$ cat config.mk
export PLATFORM = sky130hd
export DESIGN_NAME = seq_shifter
export DESIGN_NICKNAME = d
export VERILOG_FILES = /design/src/rtl/shifter_pkg.sv /design/src/rtl/shift_step.sv /design/src/rtl/seq_shifter.sv
export SDC_FILE = /design/constraint.sdc
export NUM_CORES = 1
export LEC_CHECK = 0
export CAP_MARGIN = 10
export CORE_MARGIN = 2
export CORE_UTILIZATION = 35
export DETAILED_ROUTE_END_ITERATION = 8
export DONT_BUFFER_PORTS = 1
export PLACE_DENSITY = 0.51
export SETUP_SLACK_MARGIN = 0.05
export SLEW_MARGIN = 20
export SYNTH_ARGS = -nofsm -noshare
export SYNTH_HDL_FRONTEND = slang
export SYNTH_HIERARCHICAL = 1
export SYNTH_SLANG_ARGS = --single-unit
$ cat constraint.sdc
create_clock -name clk -period 2.8 [get_ports clk]
set_input_delay 0.28 -clock clk [delete_from_list [all_inputs] [get_ports clk]]
set_output_delay 0.28 -clock clk [all_outputs]
set_load 0.03 [all_outputs]
$ cat src/rtl/shifter_pkg.sv
// Shared types for the sequential shifter and the ALU op decoder.
// Rotate support depends on the SEQ_SHIFTER_ROTATE_EN macro.
package shifter_pkg;

  localparam int OP_W = 3;

  typedef enum logic [OP_W-1:0] {
    OP_SHL  = 3'd0,
    OP_SHR  = 3'd1,
    OP_SHRA = 3'd2,
    OP_ROL  = 3'd3,
    OP_ROR  = 3'd4
  } op_e;

  typedef enum logic [1:0] {
    ST_IDLE = 2'd0,
    ST_RUN  = 2'd1,
    ST_DONE = 2'd2
  } state_e;

  // True when the code performs a real shift; every other code passes data through.
  function automatic logic op_shifts(input logic [OP_W-1:0] code);
    logic hit;
    hit = 1'b0;
    case (code)
      OP_SHL, OP_SHR, OP_SHRA: hit = 1'b1;
`ifdef SEQ_SHIFTER_ROTATE_EN
      OP_ROL, OP_ROR:          hit = 1'b1;
`endif
      default:                 hit = 1'b0;
    endcase
    return hit;
  endfunction

endpackage

$ cat src/rtl/shift_step.sv
// Combinational single-step shifter: moves value by 0..STEP positions.
// Wrap logic exists only when SEQ_SHIFTER_ROTATE_EN is defined.
module shift_step
  import shifter_pkg::*;
#(
  parameter int WIDTH = 32,
  parameter int STEP  = 1,
  parameter int SA_W  = $clog2(STEP + 1)
) (
  input  logic [WIDTH-1:0] value,
  input  op_e              op,
  input  logic [SA_W-1:0]  amount,
  output logic [WIDTH-1:0] shifted
);

  // NOTE: assign every always_comb output a default first so no path can infer a latch.
  always_comb begin
    shifted = value;
    case (op)
      OP_SHL:  shifted = value << amount;
      OP_SHR:  shifted = value >> amount;
      OP_SHRA: shifted = $signed(value) >>> amount;
`ifdef SEQ_SHIFTER_ROTATE_EN
      // A shift by WIDTH yields zero, so amount 0 leaves the value intact.
      OP_ROL:  shifted = (value << amount) | (value >> (WIDTH - int'(amount)));
      OP_ROR:  shifted = (value >> amount) | (value << (WIDTH - int'(amount)));
`endif
      default: shifted = value;
    endcase
  end

endmodule

$ cat src/rtl/seq_shifter.sv
// Multi-cycle shift/rotate unit with start/done handshake, STEP bits per clock.
// Define SEQ_SHIFTER_ROTATE_EN to enable ROL/ROR; otherwise they pass through.
module seq_shifter
  import shifter_pkg::*;
#(
  parameter int WIDTH = 32,
  parameter int STEP  = 1,
  parameter int AMT_W = $clog2(WIDTH)
) (
  input  logic             clk,
  input  logic             reset,
  input  logic             start,
  input  logic [2:0]       op,
  input  logic [WIDTH-1:0] data_in,
  input  logic [AMT_W-1:0] shift_amount,
  output logic             busy,
  output logic             done,
  output logic [WIDTH-1:0] result
);

  localparam int SA_W = $clog2(STEP + 1);

  state_e           state, state_n;
  op_e              op_q, op_n;
  logic [WIDTH-1:0] work, work_n;
  logic [WIDTH-1:0] result_n;
  logic [WIDTH-1:0] shifted;
  logic [AMT_W-1:0] cnt, cnt_n;
  logic [AMT_W-1:0] step_cnt;
  logic [AMT_W-1:0] load_cnt;
  logic [SA_W-1:0]  step_amt;

  assign step_cnt = (int'(cnt) > STEP) ? AMT_W'(STEP) : cnt;
  assign step_amt = SA_W'(step_cnt);
  // Reserved (and, without rotate support, rotate) codes take the zero-count path.
  assign load_cnt = op_shifts(op) ? shift_amount : '0;

  shift_step #(
    .WIDTH (WIDTH),
    .STEP  (STEP),
    .SA_W  (SA_W)
  ) u_shift_step (
    .value   (work),
    .op      (op_q),
    .amount  (step_amt),
    .shifted (shifted)
  );

  always_comb begin
    state_n  = state;
    op_n     = op_q;
    work_n   = work;
    cnt_n    = cnt;
    result_n = result;
    case (state)
      ST_IDLE, ST_DONE: begin
        if (start) begin
          work_n = data_in;
          op_n   = op_e'(op);
          cnt_n  = load_cnt;
          if (load_cnt == '0) begin
            state_n  = ST_DONE;
            result_n = data_in;
          end else begin
            state_n = ST_RUN;
          end
        end else if (state == ST_DONE) begin
          state_n = ST_IDLE;
        end
      end
      ST_RUN: begin
        work_n = shifted;
        cnt_n  = cnt - step_cnt;
        if (cnt == step_cnt) begin
          state_n  = ST_DONE;
          result_n = shifted;
        end
      end
      default: state_n = ST_IDLE;
    endcase
  end

  // NOTE: state registers use non-blocking assignments so all flops update together at the edge.
  always_ff @(posedge clk or posedge reset) begin
    if (reset) begin
      state  <= ST_IDLE;
      op_q   <= OP_SHL;
      work   <= '0;
      cnt    <= '0;
      result <= '0;
    end else begin
      state  <= state_n;
      op_q   <= op_n;
      work   <= work_n;
      cnt    <= cnt_n;
      result <= result_n;
    end
  end

  assign busy = (state == ST_RUN);
  assign done = (state == ST_DONE);

endmodule

Yosys cells after proc, flatten, opt, wreduce, memory -nomap -nowiden
Index checks and enable logic that the tools add are counted.
- reductions and logical operators: 11
- shift-type cells: 3
- $lt $le $gt $ge: 1
- add/sub/neg operators: 1
- mux-type cells: 17
- equality and inequality tests: 11
- operator list (cell ; count):
    2-to-1 mux 32 bit ; 4
    one-hot mux 32 bit (2 select lines) ; 2
    one-hot mux 32 bit (3 select lines) ; 1
    << shifter 32 x 1 -> 32 bit ; 1
    right shift 32 x 1 -> 32 bit ; 1
    >>> shifter 32 x 1 -> 32 bit ; 1
    2-to-1 mux 5 bit ; 3
    one-hot mux 5 bit (2 select lines) ; 1
    2-to-1 mux 2 bit ; 4
    == test 3 x 1 -> 1 bit (second input constant) ; 2
    == test 3 x 2 -> 1 bit (second input constant) ; 2
    zero test 3 bit ; 2
    AND reduction 2 bit ; 3
    == test 5 bit ; 1
    > comparator 5 x 1 -> 1 bit (second input constant) ; 1
    zero test 5 bit ; 1
    subtractor 5 bit ; 1
    inequality test 2 bit (second input constant) ; 2
    one-hot mux 2 bit (2 select lines) ; 1
    AND reduction 4 bit ; 1
    inequality test 3 bit (second input constant) ; 1
    OR reduction 3 bit ; 1
    == test 2 x 1 -> 1 bit (second input constant) ; 1
    == test 2 bit (second input constant) ; 1
    other kinds (5) ; 5
- input bits: 43
- output and inout port bits: 34
- register bits: 74

Longest topological paths before layout
- depth after elaboration: 8
- depth in mapped cells: 9
- depth with buffers taken out: 8

Modules after synthesis
Netlist, hierarchy kept.
- modules (own cells, without submodules) (module ; area an instance (um2) ; cells an instance ; instances):
    seq_shifter ; 3525.9 ; 322 ; 1
    shift_step ; 658.1 ; 85 ; 1

Worst setup path after synthesis
No wires, ideal clock.
- path kind: reg2reg
- start: reg cnt[2]
- end: reg result[11]
- setup time: 0.125 ns
- clock period less this slack: 2.351 ns
- slack: 0.449 ns
- stages on the path, launching flop included: 10
- arrival: 2.226 ns
- path through: dfrtp_1 or3_4 or3_1 nor4b_4 buf_2 and2_1 a221o_1 nand2_1 nand2_1 mux2_4
- word-level cells in the longest chain between the ends: 6
- elaborated cells on any way between the ends: 11
- those cells by class: order compare (1); eq/ne (2); shift (3); mux (4); reduce/logical (1)
- RTL lines (what ; line ; RTL):
    from (decl) ; seq_shifter.sv:28 ; logic [AMT_W-1:0] cnt, cnt_n;
    from (signal assigned) ; seq_shifter.sv:95 ; cnt <= cnt_n;
    > comparator 5 x 1 -> 1 bit (*) ; seq_shifter.sv:33 ; assign step_cnt = (int'(cnt) > STEP) ? AMT_W'(STEP) : cnt;
    2-to-1 mux 5 bit (*) ; seq_shifter.sv:33 ;
    net step_cnt[0] ; seq_shifter.sv:29 ; logic [AMT_W-1:0] step_cnt;
    >>> shifter 32 x 1 -> 32 bit, or another cell as far along ; shift_step.sv:22 ; OP_SHRA: shifted = $signed(value) >>> amount;
    one-hot mux 32 bit (3 select lines) (*) ; shift_step.sv:19 ; case (op)
    net shifted[11] ; seq_shifter.sv:27 ; logic [WIDTH-1:0] shifted;
    2-to-1 mux 32 bit (*) ; seq_shifter.sv:74 ; if (cnt == step_cnt) begin
    one-hot mux 32 bit (2 select lines) (*) ; seq_shifter.sv:55 ; case (state)
    to (signal assigned) ; seq_shifter.sv:96 ; result <= result_n;
    to (decl) ; seq_shifter.sv:18 ; output logic [WIDTH-1:0] result
The timed path passes the listed nets; every way through them passes the cells marked *. The select of a mux whose other input is x is not followed.
A chain may end at the register's enable or synchronous reset.

Worst setup path in the final report
- start: reg cnt[2]
- end: reg result[15]
Same word-level chain as after synthesis.

==> reports/metrics.cfg <==
[grt]
grt_max_degree = 42
grt_pass1_wl_mm = 15.7
antenna_found_initial = 0
grt_overflow = 0
track_usage = 0.156
grt_pass1_vias = 3009

[yosys]
ys_types = 35
synth_seq_cells = 74
synth_compound_area_frac = 0.142
synth_xor_area_frac = 0.00209
yosys-top-cells-area = dfrtp_1, mux2_4, nand2_1
synthMuxAreaShare = 0.199
synth_fa_ha_area_frac = 0
synthTopCellsByCount = nand2_1, dfrtp_1, o21ai_0
synth_nets = 450
synth_area_um2 = 4180
yosys.area.top_type = dfrtp_1
synth_edf_count = 0
synth_top_area_share = 0.443
syn_inst = 407
synth_top_family_by_area = multiplexers
yosysMostFrequentCell = nand2_1
ys.flop_type = dfrtp_1
avgSynthCellArea_um2 = 10.3
synth_warnings = 6
synth_simple_gate_area_frac = 0.172
synth-async-reset-ratio = 1.00
yosysSeqAreaShare = 0.443

[layout]
num_antenna_cells = 0
regArea_um2 = 1850
drive_above_1_share = 0.187
area_growth_pct = 12.1
fill_cells = 1109
fin_nets = 445
multi_input_area_um2 = 2170
design_area_um2 = 4690

[route]
drt_wl_total_mm = 9.52
antenna_left = 0
dr.pass1.iters = 4
drc = 0
drt_iter0_drc = 152
wl_per_cell_um = 17.3
num_vias = 2974
vias_per_cell = 5.41

[critical_path]
critPathMaxFanout = 22
required_ps = 3030
cpLargestDelayFamily = simple AND/OR/NAND/NOR gates
end_kind = flip-flop
critPathArrivalTime_ps = 2820
path_buf_inv = 1
critPathMaxStageDelay_ps = 430
start_kind = flip-flop
r2r_setup_slack_ps = 210
slowest_stage = or3_4
path_cells = or3_4 -> or3_1 -> nor4b_4 -> clkbuf_8 -> and2_1 -> a221o_1 -> nand2_1 -> nand2_1 -> mux2_4
crit_type = reg2reg
cpMostUsedCell = nand2_1

[timing]
finalMaxSlewViolations = 0
rsz0062_at_grt = no
period_needed_ps = 2590
fmax_ghz = 0.386
fin_setup_tns_ps = 0
final-setup-viol-count = 0
finClkSkew_ps = 8.39
worst_pin_slew_ps = 734
max_slew_margin = 0.510
fin_crit_sh = 0.925
setup_ws_ps = 210
hold_viol_final = 0

[run]
max_cap_viol_count = 0

[clock_network]
htree_levels = 3
clk_latency_ps = 350
cts_tree = done
clock-sinks = 74
clk_pin_slew_ps = 60
postCtsSetupRepairBufs = 0
cts_made_buffers = 9
cts_root_buf = clkbuf_16
clockBufferDepth = 2

[die]
die_w_um = 113
dieArea_um2 = 12800
io_pins = 77
die_h_um = 113
core_area_um2 = 11600
start_util = 0.362
rows = 39

[power]
p_leak_nw = 2.26
peakVddDrop_uv = 541
p_per_area_nw_per_um2 = 1290

[worst_hold_path]
hold_path.class = in2reg

[run_status]
outcome = finished clean

[placement]
numPortBuffers = 0
gp_congestion = 0.744
pre_cts_ws_ps = 190
dpl.hpwl_mm = 6.45
dpl_cell_area_um2 = 4320

-- path summary, 6_finish.rpt --
kind,cells past startpoint,start,endpoint
max in group asynchronous,3,reset,work[7]
min reg2reg,1,cnt[4],cnt[4]
min,1,shift_amount[4],cnt[4]
max reg2reg,9,cnt[2],result[15]
min in group asynchronous,2,reset,result[19]
max,9,cnt[2],result[15]
-- sequential cells by signal, summed over array words and instances, names as in the netlist --
| name | cells |
|---|---|
| state | 2 |
| cnt | 5 |
| work | 32 |
| op_q | 3 |
| result | 32 |
-- worst register-to-register path: cells and delay by family, from the launching register on --
kind	cells	cell delay, ps
mux	1	260
simple gates	6	1350
compound gates	1	250
flops	1	410
buf+inv	1	210
-- cell type report --
| type | instances | area share |
|---|---|---|
| clock buffers | 12 | 0.0568 |
| clock inverters | 4 | 0.0155 |
| inverters | 4 | 0.00347 |
| multi-input cells | 299 | 0.463 |
| flip-flops and latches | 74 | 0.395 |
| well taps | 143 | 0.0382 |
| repair buffers | 14 | 0.0278 |
-- where the power goes --
part           switching [mW]  internal, mW  total, mW
Combinational           0.993          1.18       2.18
Sequential              0.980          1.59       2.57
Clock                   0.456         0.851       1.31
Total                    2.43          3.62       6.05
-- cells in the final DEF (no fill, tap or decap), types with 3 or more instances in the layout --
cell and instances:
and2_1 30, mux2i_1 32, o21ai_0 35, mux2_4 29, nand2_1 103, a221o_1 31
buf_4 10, dfrtp_1 74, clkbuf_8 4, mux2_2 7, o211ai_1 3, clkbuf_16 9
-- routing by layer --
layer / routed length (µm) / GRT usage
met5: 0 / 0
met4: 162 / 0.0577
met3: 614 / 0.0573
met1: 4400 / 0.207
met2: 4340 / 0.234
-- logic make-up (layout without fill, tap and decap cells) --
group | Yosys count | after routing
buf+inv | 34 | 34
flops | 74 | 74
compound gates | 77 | 77
simple gates | 153 | 153
mux | 68 | 68
xor+xnor | 1 | 1
-- per-stage QoR --
stage / hold slack, ps / std cells / power, mW / utilization
floorplan: 396 / 407 / 4.31 / -
global placement: 312 / 532 / 4.72 / 0.374
detailed placement: 314 / 532 / 4.76 / 0.374
CTS: 61.6 / 549 / 6.10 / 0.404
global route: 75.5 / 550 / 6.46 / 0.405
finish: 78.6 / 550 / 6.05 / 0.405
-- repair_timing --
action	4_1_cts	5_1_grt
hold buffers	1	0
endpoints found under the hold margin	39	0
gates resized for setup	0	1
setup endpoints to repair	0	1
No activity file was read; power rests on OpenSTA's default activity.
